$ cat config.mk
export PLATFORM = sky130hd
export DESIGN_NAME = compute_slot_responder_flat
export DESIGN_NICKNAME = d
export VERILOG_FILES = /design/src/rtl/compute_slot_responder_if.sv /design/src/rtl/compute_slot_responder.sv /design/src/flat_wrapper.sv
export SDC_FILE = /design/constraint.sdc
export NUM_CORES = 1
export LEC_CHECK = 0
export CAP_MARGIN = 20
export CORE_MARGIN = 2
export CORE_UTILIZATION = 51
export CTS_CLUSTER_SIZE = 20
export DETAILED_ROUTE_END_ITERATION = 12
export PLACE_DENSITY = 0.72
export SETUP_SLACK_MARGIN = 0.2
export SYNTH_ARGS = -nofsm -noshare
export SYNTH_HDL_FRONTEND = slang
export SYNTH_SLANG_ARGS = --single-unit
$ cat constraint.sdc
create_clock -name clk -period 3.6 [get_ports clk]
set_input_delay 0.54 -clock clk [delete_from_list [all_inputs] [get_ports clk]]
set_output_delay 0.54 -clock clk [all_outputs]
set_load 0.05 [all_outputs]
$ cat src/rtl/compute_slot_responder_if.sv
// Dispatch / completion handshake between the HDU and the compute responder.
// The master side (HDU) issues dispatch strobes and receives completions;
// the slave side (compute responder) does the reverse. There is no ready:
// neither side can stall the other.
interface compute_slot_responder_if #(
  parameter int SLOT_W = 2
);
  logic              dispatch_valid;
  logic [SLOT_W-1:0] dispatch_slot;
  logic              compute_done_valid;
  logic [SLOT_W-1:0] compute_done_slot;

  modport master (
    output dispatch_valid,
    output dispatch_slot,
    input  compute_done_valid,
    input  compute_done_slot
  );

  modport slave (
    input  dispatch_valid,
    input  dispatch_slot,
    output compute_done_valid,
    output compute_done_slot
  );
endinterface

$ cat src/rtl/compute_slot_responder.sv
// Compute-side responder for the HDU dispatch interface. Each slot runs an
// IDLE -> RUN -> PEND -> IDLE lifecycle: a dispatch loads a latency counter,
// the slot becomes pending when the counter expires, and a round-robin
// arbiter frees one pending slot per cycle as a one-cycle completion strobe.
// Optional build macro COMPUTE_SLOT_RESP_JITTER_EN adds a 16-bit LFSR that
// perturbs each job's latency by 0..15 cycles.
module compute_slot_responder #(
  parameter int MAX_SLOTS   = 4,
  parameter int SLOT_W      = (MAX_SLOTS > 1) ? $clog2(MAX_SLOTS) : 1,
  parameter int LAT_W       = 8,
  parameter int DEFAULT_LAT = 16
) (
  input  logic                      clk,
  input  logic                      rst,
  compute_slot_responder_if.slave   bus,
  input  logic [LAT_W-1:0]          cfg_lat,
  input  logic                      cfg_lat_wr,
  input  logic                      done_hold,
  output logic [MAX_SLOTS-1:0]      busy_mask,
  output logic                      err_dup_dispatch,
  output logic [31:0]               stat_completed,
  output logic [31:0]               stat_dup
);

  typedef enum logic [1:0] {
    S_IDLE = 2'd0,
    S_RUN  = 2'd1,
    S_PEND = 2'd2
  } slot_state_t;

  slot_state_t       state [MAX_SLOTS];
  logic [LAT_W-1:0]  cnt   [MAX_SLOTS];
  logic [LAT_W-1:0]  lat_reg;
  logic [SLOT_W-1:0] ptr;

  logic              grant_vld;
  logic [SLOT_W-1:0] grant_idx;
  logic [SLOT_W-1:0] cand;
  logic              slot_in_range;
  logic              slot_idle;
  logic              accept;
  logic              dup;
  logic [LAT_W-1:0]  lat_eff;

  // Saturate a widened latency sum to the counter range; zero becomes one
  // so every job spends at least one cycle in RUN.
  function automatic logic [LAT_W-1:0] clamp_lat(input logic [LAT_W:0] sum);
    if (sum[LAT_W])
      return '1;
    else if (sum[LAT_W-1:0] == '0)
      return LAT_W'(1);
    else
      return sum[LAT_W-1:0];
  endfunction

  // Round-robin successor of the granted slot.
  function automatic logic [SLOT_W-1:0] next_ptr(input logic [SLOT_W-1:0] g);
    if (g == SLOT_W'(MAX_SLOTS - 1))
      return '0;
    else
      return g + SLOT_W'(1);
  endfunction

  // Dispatch decode: out-of-range or non-idle targets are duplicates.
  always_comb begin
    slot_in_range = 1'b0;
    slot_idle     = 1'b0;
    for (int s = 0; s < MAX_SLOTS; s++) begin
      if (bus.dispatch_slot == SLOT_W'(s)) begin
        slot_in_range = 1'b1;
        slot_idle     = (state[s] == S_IDLE);
      end
    end
    accept = bus.dispatch_valid && slot_in_range && slot_idle;
    dup    = bus.dispatch_valid && !accept;
  end

  // Round-robin search over pending slots starting at the pointer.
  always_comb begin
    grant_vld = 1'b0;
    grant_idx = '0;
    cand      = '0;
    for (int k = 0; k < MAX_SLOTS; k++) begin
      cand = SLOT_W'((int'(ptr) + k) % MAX_SLOTS);
      if (!grant_vld && state[cand] == S_PEND) begin
        grant_vld = 1'b1;
        grant_idx = cand;
      end
    end
    if (done_hold)
      grant_vld = 1'b0;
  end

`ifdef COMPUTE_SLOT_RESP_JITTER_EN
  logic [15:0] lfsr;

  // Fibonacci LFSR (taps 16,14,13,11), stepped once per accepted dispatch.
  always_ff @(posedge clk) begin
    if (rst)
      lfsr <= 16'hACE1;
    else if (accept)
      lfsr <= {lfsr[14:0], lfsr[15] ^ lfsr[13] ^ lfsr[12] ^ lfsr[10]};
  end

  assign lat_eff = clamp_lat({1'b0, lat_reg} + (LAT_W + 1)'(lfsr[3:0]));
`else
  assign lat_eff = clamp_lat({1'b0, lat_reg});
`endif

  // Per-slot lifecycle FSMs with the registered busy mask.
  always_ff @(posedge clk) begin
    if (rst) begin
      for (int s = 0; s < MAX_SLOTS; s++)
        state[s] <= S_IDLE;
      busy_mask <= '0;
    end else begin
      for (int s = 0; s < MAX_SLOTS; s++) begin
        case (state[s])
          S_IDLE: begin
            if (accept && bus.dispatch_slot == SLOT_W'(s)) begin
              state[s]     <= S_RUN;
              cnt[s]       <= lat_eff;
              busy_mask[s] <= 1'b1;
            end
          end
          S_RUN: begin
            cnt[s] <= cnt[s] - LAT_W'(1);
            if (cnt[s] == LAT_W'(1))
              state[s] <= S_PEND;
          end
          S_PEND: begin
            if (grant_vld && grant_idx == SLOT_W'(s)) begin
              state[s]     <= S_IDLE;
              busy_mask[s] <= 1'b0;
            end
          end
          default: state[s] <= S_IDLE;
        endcase
      end
    end
  end

  // Latency register, arbiter pointer, completion strobe, error pulse, stats.
  always_ff @(posedge clk) begin
    if (rst) begin
      lat_reg                <= LAT_W'(DEFAULT_LAT);
      ptr                    <= '0;
      bus.compute_done_valid <= 1'b0;
      bus.compute_done_slot  <= '0;
      err_dup_dispatch       <= 1'b0;
      stat_completed         <= '0;
      stat_dup               <= '0;
    end else begin
      if (cfg_lat_wr)
        lat_reg <= cfg_lat;
      bus.compute_done_valid <= grant_vld;
      if (grant_vld) begin
        bus.compute_done_slot <= grant_idx;
        ptr                   <= next_ptr(grant_idx);
        stat_completed        <= stat_completed + 32'd1;
      end
      err_dup_dispatch <= dup;
      if (dup)
        stat_dup <= stat_dup + 32'd1;
    end
  end

endmodule

$ cat src/flat_wrapper.sv
// flat-port wrapper written by rule: the top's interface ports become plain ports
module compute_slot_responder_flat 
#(
  parameter int MAX_SLOTS   = 4,
  parameter int SLOT_W      = (MAX_SLOTS > 1) ? $clog2(MAX_SLOTS) : 1,
  parameter int LAT_W       = 8,
  parameter int DEFAULT_LAT = 16
)
  (clk, rst, cfg_lat, cfg_lat_wr, done_hold, busy_mask, err_dup_dispatch, stat_completed, stat_dup, bus_dispatch_valid, bus_dispatch_slot, bus_compute_done_valid, bus_compute_done_slot);
  compute_slot_responder_if #(.SLOT_W(SLOT_W)) bus_i ();
  input  logic clk;
  input  logic rst;
  input  logic [LAT_W-1:0] cfg_lat;
  input  logic cfg_lat_wr;
  input  logic done_hold;
  output logic [MAX_SLOTS-1:0] busy_mask;
  output logic err_dup_dispatch;
  output logic [31:0] stat_completed;
  output logic [31:0] stat_dup;
  input wire logic [$bits(bus_i.dispatch_valid)-1:0] bus_dispatch_valid;
  input wire logic [$bits(bus_i.dispatch_slot)-1:0] bus_dispatch_slot;
  output wire logic [$bits(bus_i.compute_done_valid)-1:0] bus_compute_done_valid;
  output wire logic [$bits(bus_i.compute_done_slot)-1:0] bus_compute_done_slot;
  assign bus_i.dispatch_valid = bus_dispatch_valid;
  assign bus_i.dispatch_slot = bus_dispatch_slot;
  assign bus_compute_done_valid = bus_i.compute_done_valid;
  assign bus_compute_done_slot = bus_i.compute_done_slot;
  compute_slot_responder #(.MAX_SLOTS(MAX_SLOTS), .SLOT_W(SLOT_W), .LAT_W(LAT_W), .DEFAULT_LAT(DEFAULT_LAT)) u_core (.clk(clk), .rst(rst), .bus(bus_i), .cfg_lat(cfg_lat), .cfg_lat_wr(cfg_lat_wr), .done_hold(done_hold), .busy_mask(busy_mask), .err_dup_dispatch(err_dup_dispatch), .stat_completed(stat_completed), .stat_dup(stat_dup));
endmodule
======== Word-level counts from Yosys, hierarchy flattened ========
Memories as Yosys holds them, arrays and structs flattened. A register that Yosys moved wholly into a read port is not among the register bits.
Cells that the tools add are included.
Widths: inputs -> output; s select.
storage, ports and cells
  register bits after elaboration ......... 82
  memory bits (writable) .................. 40
  input bits .............................. 15
  output and inout bits ................... 72
  word-level logic and storage cells ...... 237
  memories ................................ 2
memories
  name          words  width  read ports  clocked after Yosys merged registers in  write ports  RTL line                      RTL
  u_core.cnt    4      8      4           0                                        4            compute_slot_responder.sv:32  logic [LAT_W-1:0] cnt [MAX_SLOTS];
  u_core.state  4      2      8           1                                        4            compute_slot_responder.sv:31  slot_state_t state [MAX_SLOTS];
operators by class
  add/subtract/negate cells ............... 10
  eq/ne operators ......................... 30
  muxes and demuxes ....................... 127
  bitwise operators ....................... 20
  reductions and logical operators ........ 37
operator list
  operator               count
  $mux 1                 95
  $add 32x1->32 const B  2
  $mux 2                 23
  $mux 8                 5
  $eq 8x1->1 const B     4
  $sub 8x1->8 const B    4
  $eq 2x2->1 const B     12
  $or 1x1->1             20
  $logic_and 1x1->1      14
  $eq 2x1->1 const B     6
  $logic_not 2->1        6
  $reduce_and 3->1       4
  $reduce_or 3->1        4
  $logic_not 8->1        1
  $ne 2x1->1 const B     4
  $ne 2x2->1 const B     4
  $pmux 1 s2             4
  $reduce_bool 2->1      4
  $add 2x1->2 const B    2
  $add 2x2->2 const B    2
  $logic_not 1->1        4

======== Logic depth before layout (Yosys ltp) ========
Gate-level depths: netlist of the first run.
  depth after elaboration ................. 19
  mapped depth ............................ 10
  mapped depth without buffers ............ 9

======== Worst setup path before layout of the first run ========
OpenSTA, ideal clock, no wires.
  path type ............................... reg2reg
  start point ............................. reg u_core.stat_completed[0]
  end point ............................... reg u_core.stat_completed[24]
  library setup time ...................... 0.128 ns
  data arrival time ....................... 2.606 ns
  data required time ...................... 3.472 ns
  setup slack ............................. 0.866 ns
  stages on the path, launching flop included .. 9
  clock period less this slack ............ 2.734 ns
  cell sequence ........................... dfxtp_1 -> ha_1 -> nand2_1 -> or4_1 -> buf_2 -> or3_4 -> a2111oi_4 -> xnor2_1 -> nor2_1
between the ends
  longest elaborated chain between the ends .. 1
RTL lines
  element                 RTL line                       RTL
  start, declared         compute_slot_responder.sv:21   output logic [31:0] stat_completed,
  start signal, assigned  compute_slot_responder.sv:160  stat_completed <= stat_completed + 32'd1;
  $add 32x1->32           compute_slot_responder.sv:160
Every way passes these cells.
A chain may end at the register's enable or synchronous reset.

==> results by group, run 1 <==
GRT
  • Pin count of the biggest net entering global routing: 48
  • Routing usage on met2: 36.3%
  • Met3 usage: 6.96%
  • Total GRT Usage: 23.1%
  • Initial antenna violation count: 0
  • Gr busiest metal: met2
  • Vias in the first global route: 5071
  • First-pass GRT wire length: 24.3 mm
  • M1 GR Usage: 30.3%
  • Total gr overflow: 0

Clock tree
  • Post CTS Setup Buffer Count: 0
  • Post-CTS sizing: 0
  • H-Tree Depth: 4
  • Clk sinks: 124
  • Num CTS Buffers: 17
  • CTS tree: done
  • CTS root buffer: clkbuf_16
  • Worst-path clk slew: 0.05 ns
  • Worst-Skew Late Latency: 0.42 ns
  • Max clock buf depth: 2
  • Cts hold-fix bufs: 0

STA
  • Hold_ws: 0.488 ns
  • RSZ-0062 raised after global routing: false
  • Max-Slew Margin vs Limit: 50.2%
  • Crit share post-route: 77.9%
  • FMAX: 357 MHz
  • Sum of negative setup slack: 0 ns
  • Transition time of the tightest slew-check pin: 0.746 ns
  • Final Hold Viols: 0
  • Skew final: 0.00594 ns
  • Pins Over Slew Limit: 0
  • Final Setup Violations: 0
  • Min Tclk post-route: 2.80 ns

Pwr
  • PD cells: 499 nW/um^2
  • Total power: 3910 uW
  • Static Leak: 0.00271 uW
  • Maximum VDD drop: 0.333 mV

Placed design
  • I/O Buffers: 86
  • Placer Congestion: 0.892
  • Detailed placement HPWL: 10.0 mm

Routing
  • Initial drt markers: 278
  • Drt total wl: 14.8 mm
  • Drt drc: 0
  • Vias/cell: 5.72
  • Post-DRT Antenna Nets: 0
  • Routed vias: 5233
  • Pre-antenna DRT Iters: 7
  • Drt wl/cell: 16.1 um

Layout
  • Reg area: 2880 sq um
  • Fill cell count: 978
  • Antenna fix cells: 0
  • Final #Nets: 784
  • Area occupied by multi-input gates: 3170 sq um
  • Fraction of layout cells with a size suffix above 1: 8.46%
  • Final Util: 65.2%
  • Biggest registers after layout: u_core.cnt: 32 flops, u_core.stat_completed: 32 flops, u_core.stat_dup: 32 flops
  • Synthesis-to-finish area growth: 25.0%

Die
  • DIE AREA: 13200 sq um
  • Standard-cell rows: 40
  • Chip height: 115 um
  • Die X: 115 um
  • Core ar.: 12000 sq um
  • Io pins: 87
  • Starting Density: 52.2%

Synthesis
  • Post-synth top area share: 26.8%
  • Syn avg cell area: 9.30 sq um
  • Netlist cell types: 52
  • Top cells by area, synth: dfxtp_1 (27%), edfxtp_1 (19%), nor2_1 (6.4%)
  • Ys async rst share: 0%
  • Ys Warns: 0
  • Synthesized cell area: 6270 sq um
  • Yosys top cell by area: dfxtp_1
  • Syn Inst Count: 674
  • Post-synth EDFFs: 40
  • Post-Syn Nets: 703
  • Seq cells post-synth: 124
  • Sequential area share after synthesis: 46.0%
  • Main synth FF type: dfxtp_1

Hold path
  • Worst min path class: reg -> reg

Setup path
  • Crit Path Category: reg -> reg
  • Crit start category: flop
  • Critical Path AT: 2.89 ns
  • CP Capture Type: flop
  • Critical path peak fanout: 8
  • Required time of the critical path: 3.69 ns

Job
  • Max Cap Violations: 0

Run status
  • Outcome: completed
==> cell families (layout without fill, tap and decap cells) <==
group	after synthesis	after routing	synth area share, %
multiplexers	18	18	3.51
buffers and inverters	55	149	3.45
flip-flops	124	124	46.0
adder cells (fa/ha/maj)	14	14	2.80
AO/OA/AOI/OAI	104	104	11.6
AND/OR/NAND/NOR	290	290	23.0
XOR/XNOR	69	69	9.64
==> report_power, final <==
group / total (uW) / internal [uW] / switching [uW]
sequential: 1610 / 1520 / 85.4
clock: 1680 / 1080 / 600
combinational: 622 / 222 / 399
total: 3910 / 2820 / 1080
==> worst max-delay path, cell delays in order, from the launching register on <==
cell and delay, ns:
edfxtp_1 0.47, nor2b_1 0.24, mux4_2 0.55, a21oi_1 0.15
mux2_2 0.37, inv_1 0.15, ha_1 0.19, nand2_1 0.05
o21ai_0 0.28
==> metrics by stage <==
step / cell area [sq um] / worst slack, ns / std cells
3_3_place_gp: 7240 / 0.711 / 882
4_1_cts: 7830 / 0.794 / 914
5_1_grt: 7830 / 0.541 / 915
2_1_floorplan: 6270 / 0.866 / 674
3_5_place_dp: 7240 / 0.667 / 882
6_report: 7830 / 0.795 / 915
==> routing by layer <==
metal	wire [um]	vias up	part of all wire (%)
met3	1020	24	6.9
li1	-	2569	-
met2	6850	157	46
met5	0	-	0
met1	6620	2483	45
met4	259	0	1.8
==> cells in the mapped netlist (all sizes together) (13+ instances only) <==
cell and count:
mux2i 13, xor2 36, xnor2 33, nand2b 13, edfxtp 40, a2111oi 17
ha 14, nor4 13, inv 19, clkbuf 26, dfxtp 84, nand3 33
and3 13, a21oi 45, nor2 107, nand2 43
==> worst paths after layout <==
path / start / end / slack, ns / cells after the start
max: u_core.state[3][1] / u_core.state[2][1] / 0.80 / 8
min: u_core.busy_mask[1] / u_core.busy_mask[1] / 0.49 / 1
max reg2reg: u_core.state[3][1] / u_core.state[2][1] / 0.80 / 8
min reg2reg: u_core.busy_mask[1] / u_core.busy_mask[1] / 0.49 / 1
==> placed cells by master, fill, tap and decap left out, types with 14 or more instances in the layout <==
master           count
a21oi_1             43
clkbuf_16           18
clkdlybuf4s50_1     85
dfxtp_1             84
edfxtp_1            40
ha_1                14
inv_1               19
nand2_1             43
nand3_1             33
nor2_1             107
xnor2_1             33
xor2_1              36
==> area by class of cell <==
type	instances	share of cell area [%]
Timing Repair Buffer	97	11.9
Multi-Input combinational cell	495	40.5
Inverter	20	0.958
Tap cell	147	2.35
Clock inverter	6	0.703
Clock buffer	26	6.77
Sequential cell	124	36.8
Note: power is estimated with default switching activity, not from simulation.
==> inputs of run 2 (changes only) <==
--- a/config.mk
+++ b/config.mk
@@ -7,10 +7,10 @@
 export LEC_CHECK = 0
 export CAP_MARGIN = 20
 export CORE_MARGIN = 2
-export CORE_UTILIZATION = 51
+export CORE_UTILIZATION = 50
 export CTS_CLUSTER_SIZE = 20
 export DETAILED_ROUTE_END_ITERATION = 12
-export PLACE_DENSITY = 0.72
+export PLACE_DENSITY = 0.74
 export SETUP_SLACK_MARGIN = 0.2
 export SYNTH_ARGS = -nofsm -noshare
 export SYNTH_HDL_FRONTEND = slang
==> constraint.sdc (replaced) <==
create_clock -name clk -period 2.3 [get_ports clk]
set_input_delay 0.345 -clock clk [delete_from_list [all_inputs] [get_ports clk]]
set_output_delay 0.345 -clock clk [all_outputs]
set_load 0.05 [all_outputs]
==> results by group, run 2 (synthesized netlist as in run 1, its figures left out) <==
Layout
  • Antenna fix cells: 0
  • Design area: 9430 sq um
  • Final cell count without fillers: 1024
  • Biggest registers after layout: u_core.cnt: 32 flops, u_core.stat_completed: 32 flops, u_core.stat_dup: 32 flops
  • Most common cell after layout, fill and taps aside: nor2_1
  • Most frequent cells in the layout: nor2_1 (102), clkdlybuf4s50_1 (83), buf_4 (68)
  • Synthesis-to-finish area growth: 50.5%
  • Final #Nets: 872
  • Fraction of layout cells with a size suffix above 1: 30.6%

STA
  • Hold_ws: 0.395 ns
  • Final Setup Violations: 48
  • Crit share post-route: 109%
  • Skew final: 0.00610 ns
  • FMAX: 399 MHz
  • Final Hold Viols: 0
  • Pins Over Slew Limit: 0
  • Min Tclk post-route: 2.50 ns
  • RSZ-0062 raised after global routing: true
  • Sum of negative setup slack: -3.51 ns
  • Transition time of the tightest slew-check pin: 0.985 ns
  • Worst Slack Setup Final: -0.204 ns
  • Max-Slew Margin vs Limit: 32.6%

Die
  • Io pins: 87
  • Chip height: 116 um
  • Standard-cell rows: 40
  • Die X: 116 um
  • Starting Density: 51.7%
  • Core ar.: 12100 sq um
  • DIE AREA: 13400 sq um

Routing
  • Initial drt markers: 445
  • Routed vias: 5864
  • Drt drc: 0
  • Drt total wl: 18.9 mm
  • Drt wl/cell: 18.5 um
  • Pre-antenna DRT Iters: 5
  • Vias/cell: 5.73
  • Post-DRT Antenna Nets: 0

Setup path
  • Crit start category: flop
  • Required time of the critical path: 2.43 ns
  • R2r setup slk: -0.20 ns
  • Cells on worst reg2reg path: 10
  • CP Capture Type: flop
  • Reg2reg start: u_core.state[2][1]
  • R2R Path End: u_core.state[3][1]
  • Critical path peak fanout: 3
  • Critical Path AT: 2.63 ns
  • Crit Path Category: reg -> reg

Clock tree
  • Max clock buf depth: 2
  • Clk sinks: 124
  • CTS tree: done
  • H-Tree Depth: 4
  • Worst-Skew Late Latency: 0.42 ns
  • CTS root buffer: clkbuf_16
  • Worst-path clk slew: 0.06 ns
  • Num CTS Buffers: 17

Placed design
  • I/O Buffers: 86
  • Detailed placement HPWL: 11.4 mm
  • Post-DP Area: 7930 sq um
  • Placed Instances: 955
  • Placer Congestion: 0.878

GRT
  • Total GRT Usage: 26.6%
  • Vias in the first global route: 5675
  • Initial antenna violation count: 0
  • Pin count of the biggest net entering global routing: 37
  • First-pass GRT wire length: 27.7 mm
  • Total gr overflow: 0

Hold path
  • Worst Hold Path EP: u_core.state[1][1]
  • Min-Delay Path Depth: 3
  • Worst min path class: in -> reg
  • Hold path start: rst

Run status
  • Violated checks: negative setup slack
  • Outcome: finished, violations left

Pwr
  • Maximum VDD drop: 0.449 mV
  • PD cells: 745 nW/um^2
  • Static Leak: 0.00339 uW

Job
  • Max Cap Violations: 0
## run 2: changes by cell type in the layout (fill, tap and decap cells not counted), sizes merged, moves of 2 or more
cell / delta
clkinvlp: +2
dlymetal6s2s: +2
buf: +87
clkdlybuf4s50: -2
## run 2: report_power, final
part / internal [uW] / switching [uW]
combinational: 1010 / 1100
sequential: 2380 / 111
clock: 1450 / 968
## run 2: worst max-delay path by stage
stage,from,end,slack [ns],depth (start not counted)
4_1_cts,u_core.state[1][1],u_core.state[2][0],-0.07,10
3_5_place_dp,u_core.state[1][1],u_core.state[3][1],-0.13,9
5_1_grt,u_core.state[2][1],u_core.state[1][0],-0.27,9
2_1_floorplan,u_core.state[3][1],u_core.state[0][0],-0.1,10
6_report,u_core.state[2][1],u_core.state[3][1],-0.20,10
3_3_place_gp,bus_dispatch_slot[0],u_core.stat_dup[31],-0.09,7
## run 2: area by class of cell
class	instances	area [sq um]
sequential	124	2940
multi-input combinational	495	3910
tap	168	210
fill	749	2680
clock inverter	8	42.5
timing repair buffer	185	1760
inverter	20	77.6
clock buffer	24	483
## run 2: through the flow
step	power (uW)	util, %	setup WS (ns)
floorplan	3440	-	-0.0988
CTS	6530	72.3	-0.0741
finish	7020	77.8	-0.204
global route	7240	77.8	-0.268
detailed placement	3970	65.5	-0.134
global placement	3930	65.5	-0.0890
## run 2: repair_timing
action                     CTS  global route
hold buffers                 0             0
setup endpoints to repair   54            80
setup buffers                9            25
gates cloned                 2             1
pin swaps                   29            53
hold endpoints to repair     0             0
gates resized for setup     39            99
## run 2: critical path, cell delays in order (launching register included)
cell	delay, ns
edfxtp_1	0.40
nor2b_1	0.19
mux4_2	0.50
a211oi_2	0.26
o22a_1	0.18
a21oi_2	0.05
nor2_2	0.12
buf_4	0.14
ha_4	0.15
nand2_4	0.05
o21ai_4	0.16
## run 2: routing by layer
layer / share of wire, % / global-route usage, %
met1: 41 / 32.8
met2: 51 / 44.0
met3: 5.9 / 7.48
met4: 1.9 / 10.9
met5: 0 / 0
